`src/rtl/fir_detect_pkg.sv`:
```
// ---------------------------------------------------------------------------
// fir_detect_pkg
//   Shared types and helpers for the FIR + threshold-detector datapath.
//   - det_state_e : detector FSM states
//   - acc_w()     : accumulator width that cannot overflow for a given config
//   - round_shr() : add half an LSB, then arithmetic shift right (round half up)
//   - sat_w()     : clamp a wide signed value into a w-bit signed range
// ---------------------------------------------------------------------------
package fir_detect_pkg;

    typedef enum logic [1:0] {
        IDLE = 2'd0,
        ARM  = 2'd1,
        DET  = 2'd2,
        REL  = 2'd3
    } det_state_e;

    function automatic int acc_w(input int data_w, input int coef_w, input int taps);
        return data_w + coef_w + $clog2(taps);
    endfunction

    // Bias by 2^(frac-1) before the shift so ties round toward +inf.
    function automatic logic signed [63:0] round_shr(input logic signed [63:0] v,
                                                     input int frac);
        logic signed [63:0] bias;
        bias = (frac > 0) ? (64'sd1 <<< (frac - 1)) : 64'sd0;
        return (v + bias) >>> frac;
    endfunction

    function automatic logic signed [63:0] sat_w(input logic signed [63:0] v,
                                                 input int w);
        logic signed [63:0] hi;
        logic signed [63:0] lo;
        hi = (64'sd1 <<< (w - 1)) - 64'sd1;
        lo = -(64'sd1 <<< (w - 1));
        if (v > hi) return hi;
        if (v < lo) return lo;
        return v;
    endfunction

endpackage

```
`src/rtl/fir_detect_fsm.sv`:
```
// ---------------------------------------------------------------------------
// fir_detect_fsm
//   Hysteresis/hold threshold detector on the filtered sample stream.
//   Advances only when a filtered sample is valid and the detector is enabled.
//   Ports:
//     clk_i, rst_ni     clock, asynchronous active-low reset
//     enable_i          0 forces IDLE (det_count is retained)
//     vld_i, post_i     filtered sample and its valid
//     thr_hi_i/thr_lo_i unsigned arm / release thresholds on |post|
//     hold_len_i        consecutive qualifying samples to change state (0 acts as 1)
//     detected_o        registered detection flag (DET or REL)
//     det_count_o       saturating count of detected rising edges
// ---------------------------------------------------------------------------
module fir_detect_fsm
    import fir_detect_pkg::*;
#(
    parameter int DATA_W = 8,
    parameter int HOLD_W = 4
) (
    input  logic                     clk_i,
    input  logic                     rst_ni,
    input  logic                     enable_i,
    input  logic                     vld_i,
    input  logic signed [DATA_W-1:0] post_i,
    input  logic        [DATA_W-1:0] thr_hi_i,
    input  logic        [DATA_W-1:0] thr_lo_i,
    input  logic        [HOLD_W-1:0] hold_len_i,
    output logic                     detected_o,
    output logic        [15:0]       det_count_o
);

    det_state_e        state_q;
    logic [HOLD_W-1:0] cnt_q;
    logic              detected_q;
    logic [15:0]       det_count_q;

    logic [DATA_W:0]   ext_d;
    logic [DATA_W:0]   mag_d;
    logic              above_hi_d;
    logic              below_lo_d;
    logic [HOLD_W:0]   hold_d;
    logic [HOLD_W:0]   cnt_inc_d;
    logic              hold_one_d;
    logic              hold_hit_d;
    logic [15:0]       det_count_inc_d;

    always_comb begin
        // One extra bit so |-2^(DATA_W-1)| is representable.
        ext_d           = {post_i[DATA_W-1], post_i};
        mag_d           = post_i[DATA_W-1] ? (~ext_d + (DATA_W+1)'(1)) : ext_d;
        above_hi_d      = (mag_d >= {1'b0, thr_hi_i});
        below_lo_d      = (mag_d <  {1'b0, thr_lo_i});
        hold_d          = (hold_len_i == '0) ? (HOLD_W+1)'(1) : {1'b0, hold_len_i};
        hold_one_d      = (hold_d == (HOLD_W+1)'(1));
        cnt_inc_d       = {1'b0, cnt_q} + (HOLD_W+1)'(1);
        hold_hit_d      = (cnt_inc_d >= hold_d);
        det_count_inc_d = (det_count_q == 16'hFFFF) ? det_count_q : det_count_q + 16'd1;
    end

    always_ff @(posedge clk_i or negedge rst_ni) begin
        if (!rst_ni) begin
            state_q     <= IDLE;
            cnt_q       <= '0;
            detected_q  <= 1'b0;
            det_count_q <= '0;
        end else if (!enable_i) begin
            state_q    <= IDLE;
            cnt_q      <= '0;
            detected_q <= 1'b0;
        end else if (vld_i) begin
            case (state_q)
                IDLE: begin
                    if (above_hi_d) begin
                        if (hold_one_d) begin
                            state_q     <= DET;
                            cnt_q       <= '0;
                            detected_q  <= 1'b1;
                            det_count_q <= det_count_inc_d;
                        end else begin
                            state_q <= ARM;
                            cnt_q   <= HOLD_W'(1);
                        end
                    end
                end
                ARM: begin
                    if (above_hi_d) begin
                        if (hold_hit_d) begin
                            state_q     <= DET;
                            cnt_q       <= '0;
                            detected_q  <= 1'b1;
                            det_count_q <= det_count_inc_d;
                        end else begin
                            cnt_q <= cnt_inc_d[HOLD_W-1:0];
                        end
                    end else begin
                        state_q <= IDLE;
                        cnt_q   <= '0;
                    end
                end
                DET: begin
                    if (below_lo_d) begin
                        if (hold_one_d) begin
                            state_q    <= IDLE;
                            cnt_q      <= '0;
                            detected_q <= 1'b0;
                        end else begin
                            state_q <= REL;
                            cnt_q   <= HOLD_W'(1);
                        end
                    end
                end
                REL: begin
                    if (below_lo_d) begin
                        if (hold_hit_d) begin
                            state_q    <= IDLE;
                            cnt_q      <= '0;
                            detected_q <= 1'b0;
                        end else begin
                            cnt_q <= cnt_inc_d[HOLD_W-1:0];
                        end
                    end else begin
                        state_q <= DET;
                        cnt_q   <= '0;
                    end
                end
                default: begin
                    state_q    <= IDLE;
                    cnt_q      <= '0;
                    detected_q <= 1'b0;
                end
            endcase
        end
    end

    assign detected_o  = detected_q;
    assign det_count_o = det_count_q;

endmodule

```
`src/rtl/fir_detect_core.sv`:
```
// ---------------------------------------------------------------------------
// fir_detect_core
//   TAPS-tap FIR with runtime-loadable coefficients, round/saturate back to
//   DATA_W, followed by the hysteresis/hold detector. Fixed latency 4:
//   S0 capture+shift, S1 products, S2 adder tree, S3 round+saturate.
//   Ports:
//     clk, reset              clock, asynchronous active-low reset
//     enable                  detector enable (filter always runs)
//     in_valid, pre           input sample and valid
//     coef_wr/addr/data       coefficient write port (addr 0 = newest sample)
//     thr_hi, thr_lo, hold_len detector configuration
//     out_valid, post         filtered sample (post holds between valids)
//     detected, det_count     detector flag and rising-edge counter
// ---------------------------------------------------------------------------
module fir_detect_core
    import fir_detect_pkg::*;
#(
    parameter int DATA_W    = 8,
    parameter int COEF_W    = 10,
    parameter int COEF_FRAC = 6,
    parameter int TAPS      = 8,
    parameter int HOLD_W    = 4
) (
    input  logic                       clk,
    input  logic                       reset,
    input  logic                       enable,
    input  logic                       in_valid,
    input  logic signed [DATA_W-1:0]   pre,
    input  logic                       coef_wr,
    input  logic [$clog2(TAPS)-1:0]    coef_addr,
    input  logic signed [COEF_W-1:0]   coef_data,
    input  logic        [DATA_W-1:0]   thr_hi,
    input  logic        [DATA_W-1:0]   thr_lo,
    input  logic        [HOLD_W-1:0]   hold_len,
    output logic                       out_valid,
    output logic signed [DATA_W-1:0]   post,
    output logic                       detected,
    output logic        [15:0]         det_count
);

    localparam int ADDR_W = $clog2(TAPS);
    localparam int PROD_W = DATA_W + COEF_W;
    localparam int ACC_W  = acc_w(DATA_W, COEF_W, TAPS);

    logic signed [DATA_W-1:0] dl_p0 [TAPS];
    logic                     vld_p0;
    logic signed [PROD_W-1:0] prod_p1 [TAPS];
    logic                     vld_p1;
    logic signed [ACC_W-1:0]  acc_p2;
    logic                     vld_p2;
    logic signed [DATA_W-1:0] post_q;
    logic                     out_valid_q;

    logic signed [COEF_W-1:0] coef_q [TAPS];
    logic                     coef_wr_q;
    logic [ADDR_W-1:0]        coef_addr_q;
    logic signed [COEF_W-1:0] coef_data_q;

    logic signed [ACC_W-1:0]  sum_d;
    logic signed [DATA_W-1:0] post_d;

    // Control, delay line, coefficients and output register.
    // The coefficient write is retired one cycle late so that a sample
    // arriving in the same cycle as the write still multiplies by the old value.
    always_ff @(posedge clk or negedge reset) begin
        if (!reset) begin
            for (int i = 0; i < TAPS; i++) begin
                dl_p0[i]  <= '0;
                coef_q[i] <= '0;
            end
            vld_p0      <= 1'b0;
            vld_p1      <= 1'b0;
            vld_p2      <= 1'b0;
            out_valid_q <= 1'b0;
            post_q      <= '0;
            coef_wr_q   <= 1'b0;
            coef_addr_q <= '0;
            coef_data_q <= '0;
        end else begin
            // S0: capture + shift
            vld_p0 <= in_valid;
            if (in_valid) begin
                dl_p0[0] <= pre;
                for (int i = 1; i < TAPS; i++) begin
                    dl_p0[i] <= dl_p0[i-1];
                end
            end
            coef_wr_q   <= coef_wr;
            coef_addr_q <= coef_addr;
            coef_data_q <= coef_data;
            if (coef_wr_q && (32'(coef_addr_q) < TAPS)) begin
                coef_q[coef_addr_q] <= coef_data_q;
            end
            vld_p1 <= vld_p0;
            vld_p2 <= vld_p1;
            // S3: round + saturate
            out_valid_q <= vld_p2;
            if (vld_p2) begin
                post_q <= post_d;
            end
        end
    end

    // S1: products, S2: adder tree (data only, qualified by the valids)
    always_ff @(posedge clk) begin
        for (int i = 0; i < TAPS; i++) begin
            prod_p1[i] <= dl_p0[i] * coef_q[i];
        end
        acc_p2 <= sum_d;
    end

    always_comb begin
        sum_d = '0;
        for (int i = 0; i < TAPS; i++) begin
            sum_d = sum_d + ACC_W'(prod_p1[i]);
        end
    end

    assign post_d = DATA_W'(sat_w(round_shr(64'(acc_p2), COEF_FRAC), DATA_W));

    assign out_valid = out_valid_q;
    assign post      = post_q;

    fir_detect_fsm #(
        .DATA_W (DATA_W),
        .HOLD_W (HOLD_W)
    ) u_fsm (
        .clk_i       (clk),
        .rst_ni      (reset),
        .enable_i    (enable),
        .vld_i       (out_valid_q),
        .post_i      (post_q),
        .thr_hi_i    (thr_hi),
        .thr_lo_i    (thr_lo),
        .hold_len_i  (hold_len),
        .detected_o  (detected),
        .det_count_o (det_count)
    );

endmodule

```
`config.mk`:
```
export PLATFORM = sky130hd
export DESIGN_NAME = fir_detect_core
export DESIGN_NICKNAME = d
export VERILOG_FILES = /design/src/rtl/fir_detect_pkg.sv /design/src/rtl/fir_detect_fsm.sv /design/src/rtl/fir_detect_core.sv
export SDC_FILE = /design/constraint.sdc
export NUM_CORES = 2
export LEC_CHECK = 0
export BUFFER_PORTS_ARGS = -buffer_cell sky130_fd_sc_hd__buf_2
export CAP_MARGIN = 20
export CORE_ASPECT_RATIO = 0.9
export CORE_MARGIN = 5
export CORE_UTILIZATION = 29
export CTS_BUF_LIST = sky130_fd_sc_hd__clkbuf_8 sky130_fd_sc_hd__clkbuf_16
export CTS_CLUSTER_SIZE = 16
export DETAILED_ROUTE_END_ITERATION = 7
export GPL_ROUTABILITY_DRIVEN = 1
export PLACE_DENSITY_LB_ADDON = 0.15
export SYNTH_ARGS = -nofsm -noshare
export SYNTH_HDL_FRONTEND = slang
export SYNTH_HIERARCHICAL = 1
export SYNTH_SLANG_ARGS = --single-unit
```
`constraint.sdc`:
```
create_clock -name clk -period 11.9 [get_ports clk]
set_input_delay 2.975 -clock clk [delete_from_list [all_inputs] [get_ports clk]]
set_output_delay 2.975 -clock clk [all_outputs]
set_load 0.02 [all_outputs]
```
==> results.cfg <==
[cells_and_area]
final_cell_mix = inv_1 (994), fa_1 (645), and2_1 (418)
final_common_cell = inv_1
final_nets = 4978
area_delta_synth_final_pct = 10.1
layout-drive-gt1-share = 0.0784
fill_cells = 13995
stdcell_count = 5764

[critical_path]
cp_max_fo = 9
required_ps = 12400
crit_path_end_kind = register
critPathLaunchType = register
setup.worst_path.class = register to register
crit_arrival_ps = 5410

[run_status]
outcome = complete, no violations

[floorplan]
die_y_um = 358
die_x_um = 397
rows = 127
start_util = 0.292
ios = 72
core-area_um2 = 133000
dieArea_um2 = 142000

[sta]
worst_slew_margin_rel = 0.316
finalSetupViolCount = 0
period_needed_ps = 4910
setup_tns_ps = 0
finalCritPeriodShare = 0.413
fmax_ghz = 0.204
final.setup_skew_ps = 33.7
hold_slack_ps = 350
grt_setup_unrepaired = no
hold_viol = 0
drv_slew = 0
worstMarginPinSlew_ps = 1030

[clock_network]
numCtsBuffers = 45
numClockSinks = 353
holdBufCountCts = 0
cts_max_path_buffers = 3
cts_root_buf = clkbuf_16
cts_resized = 0
path_clk_slew_ps = 60
post_cts_buffers = 0
insertion_delay_ps = 620
h-tree-depth = 2
cts_tree = done

[logic_synthesis]
async_reset_ff_frac = 0.547
synthCells = 3925
ys_top_cells_by_area = fa_1 (33%), dfrtp_1 (12%), ha_1 (9.8%), inv_1 (9.5%), dfxtp_1 (8.2%)
yosysSeqAreaShare = 0.206
yosysTopAreaCell = fa_1
yosys_warnings = 6
syn-cell-area_um2 = 39000
synth_area_per_cell_um2 = 9.94
ys.flop_type = dfrtp_1
ys_ff_latch = 353
synth_edf_count = 0
synthesis.nets = 4923
synthDistinctLibCells = 75
synth_top_area_share = 0.331

[detailed_routing]
drt_iter0_markers = 1086
wl_um = 102000
vias_per_cell = 4.36
firstDrtPassIters = 5
num_vias = 25143
wire_per_inst_um = 17.7
drtAntennaViolNets = 0
post-route-drc-count = 0

[place]
io_buffers = 71
dpl.hpwl_um = 81100
dpl.cell_count = 5673
routabilityCongestion = 0.851

[grt]
overflow = 0
grt_pass1_wl_um = 163000
grt_max_degree = 88
grt_antenna_before_repair = 7
grtUsageTotal = 0.149
grt_pass1_vias = 27191

[flow_run]
cap_viol_max_count = 0

[min_path]
holdCritPathClass = register to register
==> sequential cells by signal, indices dropped and copies added (netlist names), 2 cells and up <==
signal	count
prod_p1	144
coef_q	80
dl_p0	64
acc_p2	16
u_fsm/det_count_o	16
coef_data_q	10
post	8
u_fsm/cnt_q	4
coef_addr_q	3
u_fsm/state_q	2
==> critical path: stages (launching register included) <==
cell and delay (ps):
dfrtp_1 490, clkinv_1 390, fa_1 640, inv_1 50, fa_1 480, fa_1 540, inv_1 50, fa_1 470
inv_1 40, ha_1 330, o21ai_0 140, o21ai_0 350, nand4_1 200, a31oi_1 280, a21o_1 170, a21oi_1 70
xnor2_1 120
==> cells in the mapped netlist (11+ instances only) <==
master,count
o21a_1,34
dfxtp_1,160
xor2_1,42
o21bai_1,11
a21o_1,33
nand4_1,23
a211oi_1,12
xnor2_1,148
a21oi_1,92
dfrtp_1,193
mux2_2,139
ha_1,307
inv_1,986
nand2b_1,34
or3_1,12
fa_1,645
and2_1,418
nor3_1,22
nor2b_1,17
o21ai_0,61
clkbuf_1,71
nand2_1,203
nand3_1,24
nor2_1,107
a31oi_1,16
==> stage by stage <==
step | util | setup slack, ps | area, um^2
2_1_floorplan | - | 6980 | 39000
3_3_place_gp | 0.310 | 6470 | 41400
3_5_place_dp | 0.310 | 6470 | 41400
4_1_cts | 0.322 | 6940 | 42900
5_1_grt | 0.322 | 6690 | 42900
6_report | 0.322 | 6990 | 43000
==> metal layers <==
metal / global-route usage / part of all wire
met1: 0.216 / 0.49
met2: 0.236 / 0.45
met3: 0.0201 / 0.040
met4: 0.0350 / 0.020
met5: 0 / 0
==> cell type report <==
cell class                 count  area [um^2]  area share
clock inverter                30          272     0.00632
multi-input combinational   2504        27000       0.628
tap                         1741         2180      0.0507
clock buffer                  54         1310      0.0304
antenna                        6         15.0    0.000350
sequential                   353         8030       0.187
timing repair buffer          82          454      0.0106
inverter                     994         3730      0.0869
==> path summary, 6_finish.rpt <==
kind	from	end	cells past startpoint	slack, ps
worst max register to register	dl_p0[55]	prod_p1[0][35]	16	6990
max in group asynchronous	reset	coef_q[76]	2	8050
worst min register to register	vld_p0	vld_p1	0	350
worst min-delay path	vld_p0	vld_p1	0	350
min in group asynchronous	reset	coef_q[26]	1	2410
worst max-delay path	dl_p0[55]	prod_p1[0][35]	16	6990
==> cell families (layout without fill, tap and decap cells) <==
logic type | after synthesis | count (layout) | synth area share
AND/OR/NAND/NOR | 896 | 896 | 0.124
flip-flops | 353 | 353 | 0.206
XOR/XNOR | 190 | 190 | 0.0427
buffers and inverters | 1068 | 1160 | 0.103
adder cells (fa/ha/maj) | 952 | 952 | 0.429
other | 0 | 6 | 0
multiplexers | 141 | 141 | 0.0407
AO/OA/AOI/OAI | 325 | 325 | 0.0543
Power is not shown: default switching activity piles up to over one toggle a cycle in this logic, so the estimate is an artifact.
